$ cat src/rtl/adc_fe_pkg.sv
// Shared types and width helpers for the ADC lane front-end.
// No logic and no latency. Nothing in this file needs backpressure.
package adc_fe_pkg;

  typedef enum logic [1:0] {
    HUNT   = 2'd0,
    SETTLE = 2'd1,
    VERIFY = 2'd2,
    LOCKED = 2'd3
  } deser_state_e;

  // bits needed to hold the values 0..max_val
  function automatic int cnt_w(input int max_val);
    return (max_val < 2) ? 1 : $clog2(max_val + 1);
  endfunction

  // bits needed to index n positions
  function automatic int idx_w(input int n);
    return (n < 2) ? 1 : $clog2(n);
  endfunction

endpackage

$ cat src/rtl/adc_deser_shift.sv
// Serial-to-word shifter with a one-cycle boundary hold on slip; word is out 1 cycle after its last bit.
// No backpressure: words are produced free-running whatever the caller does.
module adc_deser_shift
  import adc_fe_pkg::*;
#(
  parameter int DATA_W = 12
) (
  input  logic              dco_clk,
  input  logic              rst_n,
  input  logic              ser_in,
  input  logic              fco_in,
  input  logic              slip,
  output logic              word_valid,
  output logic [DATA_W-1:0] word_out,
  output logic              fco_out
);

  localparam int CW = idx_w(DATA_W);
  localparam logic [CW-1:0] LAST_BIT = CW'(DATA_W - 1);

  // the oldest bit never survives into a word, so only DATA_W-1 bits are kept
  logic [DATA_W-2:0] sr;
  logic [CW-1:0]     bit_cnt;

  always_ff @(posedge dco_clk or negedge rst_n) begin
    if (!rst_n) begin
      sr         <= '0;
      bit_cnt    <= '0;
      word_valid <= 1'b0;
      word_out   <= '0;
      fco_out    <= 1'b0;
    end else begin
      sr         <= {sr[DATA_W-3:0], ser_in};
      fco_out    <= fco_in;
      word_valid <= 1'b0;
      if (slip) begin
        bit_cnt <= bit_cnt;
      end else if (bit_cnt == LAST_BIT) begin
        bit_cnt    <= '0;
        word_out   <= {sr, ser_in};
        word_valid <= 1'b1;
      end else begin
        bit_cnt <= bit_cnt + 1'b1;
      end
    end
  end

endmodule

$ cat src/rtl/adc_deser_bitslip.sv
// Word-alignment FSM for one ADC lane: hunts TRAIN_PATTERN by bit-slipping, 1-cycle word latency.
// No backpressure; train_en freezes the FSM, relock restarts the hunt.
module adc_deser_bitslip
  import adc_fe_pkg::*;
#(
  parameter int                DATA_W        = 12,
  parameter logic [DATA_W-1:0] TRAIN_PATTERN = DATA_W'(12'hA5C),
  parameter int                MATCH_COUNT   = 8,
  parameter int                SLIP_SETTLE   = 2
) (
  input  logic                      dco_clk,
  input  logic                      rst_n,
  input  logic                      ser_in,
  input  logic                      fco_in,
  input  logic                      train_en,
  input  logic                      relock,
  output logic                      word_valid,
  output logic [DATA_W-1:0]         word_out,
  output logic                      fco_out,
  output logic                      locked,
  output logic [$clog2(DATA_W)-1:0] slip_count,
  output logic                      lock_fail_pulse
);

  localparam int SCW = $clog2(DATA_W);
  localparam int MCW = cnt_w(MATCH_COUNT);
  localparam int STW = cnt_w(SLIP_SETTLE);
  localparam logic [SCW-1:0] SLIP_LAST   = SCW'(DATA_W - 1);
  localparam logic [MCW-1:0] MATCH_LAST  = MCW'(MATCH_COUNT - 1);
  localparam logic [STW-1:0] SETTLE_LAST = (SLIP_SETTLE > 0) ? STW'(SLIP_SETTLE - 1) : '0;

  deser_state_e   state, state_nxt;
  logic [MCW-1:0] match_cnt, match_nxt;
  logic [STW-1:0] settle_cnt, settle_nxt;
  logic           slip;
  logic           eval;
  logic           hit;

  adc_deser_shift #(.DATA_W(DATA_W)) u_shift (
    .dco_clk    (dco_clk),
    .rst_n      (rst_n),
    .ser_in     (ser_in),
    .fco_in     (fco_in),
    .slip       (slip),
    .word_valid (word_valid),
    .word_out   (word_out),
    .fco_out    (fco_out)
  );

  assign eval = word_valid & train_en;
  assign hit  = (word_out == TRAIN_PATTERN);

  always_comb begin
    state_nxt  = state;
    match_nxt  = match_cnt;
    settle_nxt = settle_cnt;
    slip       = 1'b0;
    // relock wins over everything, including a slip due this cycle
    if (relock) begin
      state_nxt  = HUNT;
      match_nxt  = '0;
      settle_nxt = '0;
    end else begin
      case (state)
        HUNT: begin
          if (eval) begin
            if (hit) begin
              match_nxt = MCW'(1);
              state_nxt = (MATCH_COUNT == 1) ? LOCKED : VERIFY;
            end else begin
              slip       = 1'b1;
              match_nxt  = '0;
              settle_nxt = '0;
              state_nxt  = SETTLE;
            end
          end
        end
        SETTLE: begin
          if (SLIP_SETTLE == 0) begin
            if (train_en) state_nxt = HUNT;
          end else if (eval) begin
            settle_nxt = settle_cnt + 1'b1;
            if (settle_cnt == SETTLE_LAST) state_nxt = HUNT;
          end
        end
        VERIFY: begin
          if (eval) begin
            if (hit) begin
              match_nxt = match_cnt + 1'b1;
              if (match_cnt == MATCH_LAST) state_nxt = LOCKED;
            end else begin
              slip       = 1'b1;
              match_nxt  = '0;
              settle_nxt = '0;
              state_nxt  = SETTLE;
            end
          end
        end
        LOCKED: begin
          state_nxt = LOCKED;
        end
        default: begin
          state_nxt = HUNT;
        end
      endcase
    end
  end

  always_ff @(posedge dco_clk or negedge rst_n) begin
    if (!rst_n) begin
      state           <= HUNT;
      match_cnt       <= '0;
      settle_cnt      <= '0;
      slip_count      <= '0;
      lock_fail_pulse <= 1'b0;
      locked          <= 1'b0;
    end else begin
      state           <= state_nxt;
      match_cnt       <= match_nxt;
      settle_cnt      <= settle_nxt;
      locked          <= (state_nxt == LOCKED);
      lock_fail_pulse <= slip && (slip_count == SLIP_LAST);
      if (slip) slip_count <= (slip_count == SLIP_LAST) ? '0 : slip_count + 1'b1;
    end
  end

endmodule

$ cat config.mk
export PLATFORM = sky130hd
export DESIGN_NAME = adc_deser_bitslip
export DESIGN_NICKNAME = d
export VERILOG_FILES = /design/src/rtl/adc_fe_pkg.sv /design/src/rtl/adc_deser_shift.sv /design/src/rtl/adc_deser_bitslip.sv
export SDC_FILE = /design/constraint.sdc
export NUM_CORES = 1
export LEC_CHECK = 0
export CAP_MARGIN = 20
export CORE_MARGIN = 2
export CORE_UTILIZATION = 35
export DETAILED_ROUTE_END_ITERATION = 12
export HOLD_SLACK_MARGIN = 0.15
export REMOVE_ABC_BUFFERS = 1
export SKIP_LAST_GASP = 1
export SLEW_MARGIN = 40
export SYNTH_ARGS = -nofsm -noshare
export SYNTH_HDL_FRONTEND = slang
export SYNTH_HIERARCHICAL = 1
export SYNTH_SLANG_ARGS = --single-unit
$ cat constraint.sdc
create_clock -name dco_clk -period 2.87 [get_ports dco_clk]
set_input_delay 0.574 -clock dco_clk [delete_from_list [all_inputs] [get_ports dco_clk]]
set_output_delay 0.574 -clock dco_clk [all_outputs]
set_load 0.01 [all_outputs]
==> results.cfg <==
[cts]
htree_levels = 2
cts_tree = built
cts_hold_buf = 0
clockBufferDepth = 2
postCtsResizedCells = 0
cts_setup_buffers = 0
cts-root-buf = clkbuf_8
path_clk_slew_ps = 90
clkLatencyLatePin_ps = 300
cts_sinks = 43
numCtsBuffers = 5

[yosys]
avgSynthCellArea_sq_um = 12.9
synth_top_family_by_area = simple AND/OR/NAND/NOR gates
synth_cells = 144
synthXorXnorAreaFrac_pct = 0
ys_seq_elements = 43
ys_seq_area_share_pct = 58.0
synth.distinct_cells = 41
yosysWarnings = 6
syn_area_sq_um = 1860
synth_fa_ha_area_share_pct = 2.70
synth.area.mux_share_pct = 13.2
yosys.area_share.simple_pct = 14.8
synth_compound_area_share_pct = 8.36

[sta]
slew_headroom_pct = 62.2
tightest_slew_ps = 563
period_needed_ps = 2650
hold_viol_final = 0
finalSetupViolCount = 0
fmax_ghz = 0.377
fin_crit_sh_pct = 92.4
tns_ps = 0
finalMaxSlewViolations = 0
rsz0062_at_grt = no
finClkSkew_ps = 14.0
whs_ps = 254

[grt]
antenna_found_initial = 0
grt_max_degree = 44
grt-ovfl-total = 0
grtUsageTotal_pct = 12.6
grt_pass1_vias = 1222
grt_pass1_wl_mm = 5.93

[power_and_ir_drop]
power_frac_seq_pct = 44.8
p_int_mw = 1.40
p_sw_mw = 0.532
netSwitchingFraction_pct = 27.6
ir_worst_vdd_mv = 0.508
p_clk_share_pct = 24.9
leakagePower_nw = 0.970
powerDensity_nw_per_um2 = 844
power_frac_comb_pct = 30.3

[detailed_routing]
via_per_inst = 4.88
firstDrtPassIters = 4
ant_nets = 0
drc = 0
vias = 1196
drt_wl_total_mm = 3.40
drtIter0Drc = 84
post_drt_wl_per_cell_um = 13.9

[die]
initial_core_util_pct = 36.3
rows = 26
fp.dieW_um = 76.8
io_pins = 26
coreArea_sq_um = 5110
die_h_um = 76.8
dieArea_sq_um = 5900

[flow_run]
maxCapViolCount = 0

[outcome]
outcome = completed

[critical_path]
cp-start-kind = register
worstPathArrival_ps = 2830
cp_slowest_cell = or4b_4
critPathBufInv = 1
path_class = register to register
worst_ep_required_time_ps = 3050
crit_fanout = 13
crit_family = simple AND/OR/NAND/NOR gates
worstPathCellList = or4b_4 -> or3_4 -> nand2_2 -> inv_1 -> nor2b_2 -> and3_4 -> mux2_2
crit_path_end_kind = register
max_stage_delay_ps = 570

[finish]
utilization_pct = 44.7
drive_gt1_share_pct = 21.1
diodes = 0
layout.nets = 184
area_growth_pct = 23.1

[placed_design]
port_buffers = 25
gp_congestion = 0.796
dp_hpwl_mm = 2.45

[worst_hold_path]
min_path_type = input pin to async pin
-- power groups by stage --
stage	Combinational, mW	Sequential [mW]	Clock (mW)
3_5_place_dp	0.593	0.876	0
2_1_floorplan	0.277	0.894	0
3_3_place_gp	0.586	0.865	0
4_1_cts	0.595	0.866	0.496
6_report	0.583	0.864	0.481
5_1_grt	0.641	0.890	0.525
-- cell type report --
cell class | instances | area [sq um]
inverters | 4 | 15.0
flip-flops and latches | 43 | 1080
fillers | 468 | 2820
multi-input cells | 93 | 726
well taps | 70 | 87.6
clock inverters | 2 | 35.0
repair buffers | 27 | 263
clock buffers | 6 | 82.6
-- kinds of logic (layout without fill, tap and decap cells) --
kind of cell,after synthesis,count (layout)
AND/OR/NAND/NOR,47,47
flip-flops,43,43
AO/OA/AOI/OAI,23,23
multiplexers,19,19
buffers and inverters,8,39
adder cells (fa/ha/maj),4,4
-- metrics by stage --
step | power, mW | setup WS [ps] | area, sq um | cells
after floorplan | 1.17 | 376 | 1820 | 140
after global placement | 1.45 | 314 | 2160 | 237
after detailed placement | 1.47 | 234 | 2170 | 237
after CTS | 1.96 | 209 | 2280 | 245
after global routing | 2.06 | 81.7 | 2280 | 245
final | 1.93 | 219 | 2280 | 245
-- state kept, by name, summed over array words and instances, names as in the netlist --
register,count
state,2
u_shift/word_out,12
slip_count,4
match_cnt,4
u_shift/fco_out,1
u_shift/bit_cnt,4
lock_fail_pulse,1
locked,1
u_shift/word_valid,1
settle_cnt,2
u_shift/sr,11
-- synth_stat cells, drive strengths merged --
cell    count  area [sq um]
dfrtp      43          1080
mux2       17           225
nand2      10          40.0
nor2       10          37.5
a21oi       7          38.8
o21ai       6          30.0
nand3       5          25.0
ha          4          50.1
inv         4          15.0
and2        3          18.8
nor3b       3          22.5
buf         2          31.3
clkbuf      2          7.51
mux2i       2          20.0
nand2b      2          12.5
nor2b       2          15.0
nor3        2          10.0
o211ai      2          15.0
o41ai       2          17.5
a211o       1          8.76
a21o        1          8.76
a311o       1          10.0
a311oi      1          8.76
a41oi       1          8.76
and3        1          11.3
and3b       1          8.76
nand3b      1          7.51
nand4b      1          8.76
nor4        1          6.26
o311ai      1          8.76
or2         1          6.26
or3         1          11.3
or3b        1          8.76
or4b        1          13.8
or4bb       1          11.3
-- cells in the final DEF (no fill, tap or decap), types with 2 or more instances in the layout --
master / n
dfrtp_1: 43
clkdlybuf4s50_1: 24
and2_1: 2
ha_1: 4
clkbuf_8: 6
mux2i_1: 2
a21oi_1: 6
nand2_1: 9
nand2b_1: 2
mux2_2: 8
nor3_1: 2
o211ai_1: 2
buf_4: 3
mux2_4: 9
o21ai_0: 6
nor2_1: 10
nand3_1: 5
nor3b_1: 3
o41ai_1: 2
inv_1: 4
-- routing by layer --
| metal | global-route usage (%) | wire [um] | vias up |
|---|---|---|---|
| met1 | 16.4 | 1590 | 588 |
| met3 | 5.18 | 221 | 5 |
| met4 | 4.00 | 31 | 0 |
| met5 | 0 | 0 | - |
| met2 | 19.0 | 1560 | 25 |
| li1 | - | - | 578 |
-- final timing paths --
| kind | start | to | slack (ps) | cells after the start |
|---|---|---|---|---|
| worst max-delay path | u_shift/word_out[1]$_DFFE_PN0P_ | u_shift/word_out[11]$_DFFE_PN0P_ | 220 | 7 |
| worst min-delay path | rst_n | settle_cnt[1]$_DFFE_PN0P_ | 250 | 1 |
| worst max register to register | u_shift/word_out[1]$_DFFE_PN0P_ | u_shift/word_out[11]$_DFFE_PN0P_ | 220 | 7 |
| worst min register to register | u_shift/sr[3]$_DFF_PN0_ | u_shift/sr[4]$_DFF_PN0_ | 370 | 0 |
| max in group asynchronous | rst_n | u_shift/sr[7]$_DFF_PN0_ | 2240 | 1 |
| min in group dco_clk | u_shift/sr[3]$_DFF_PN0_ | u_shift/sr[4]$_DFF_PN0_ | 370 | 0 |
No activity file was read; power rests on OpenSTA's default activity.
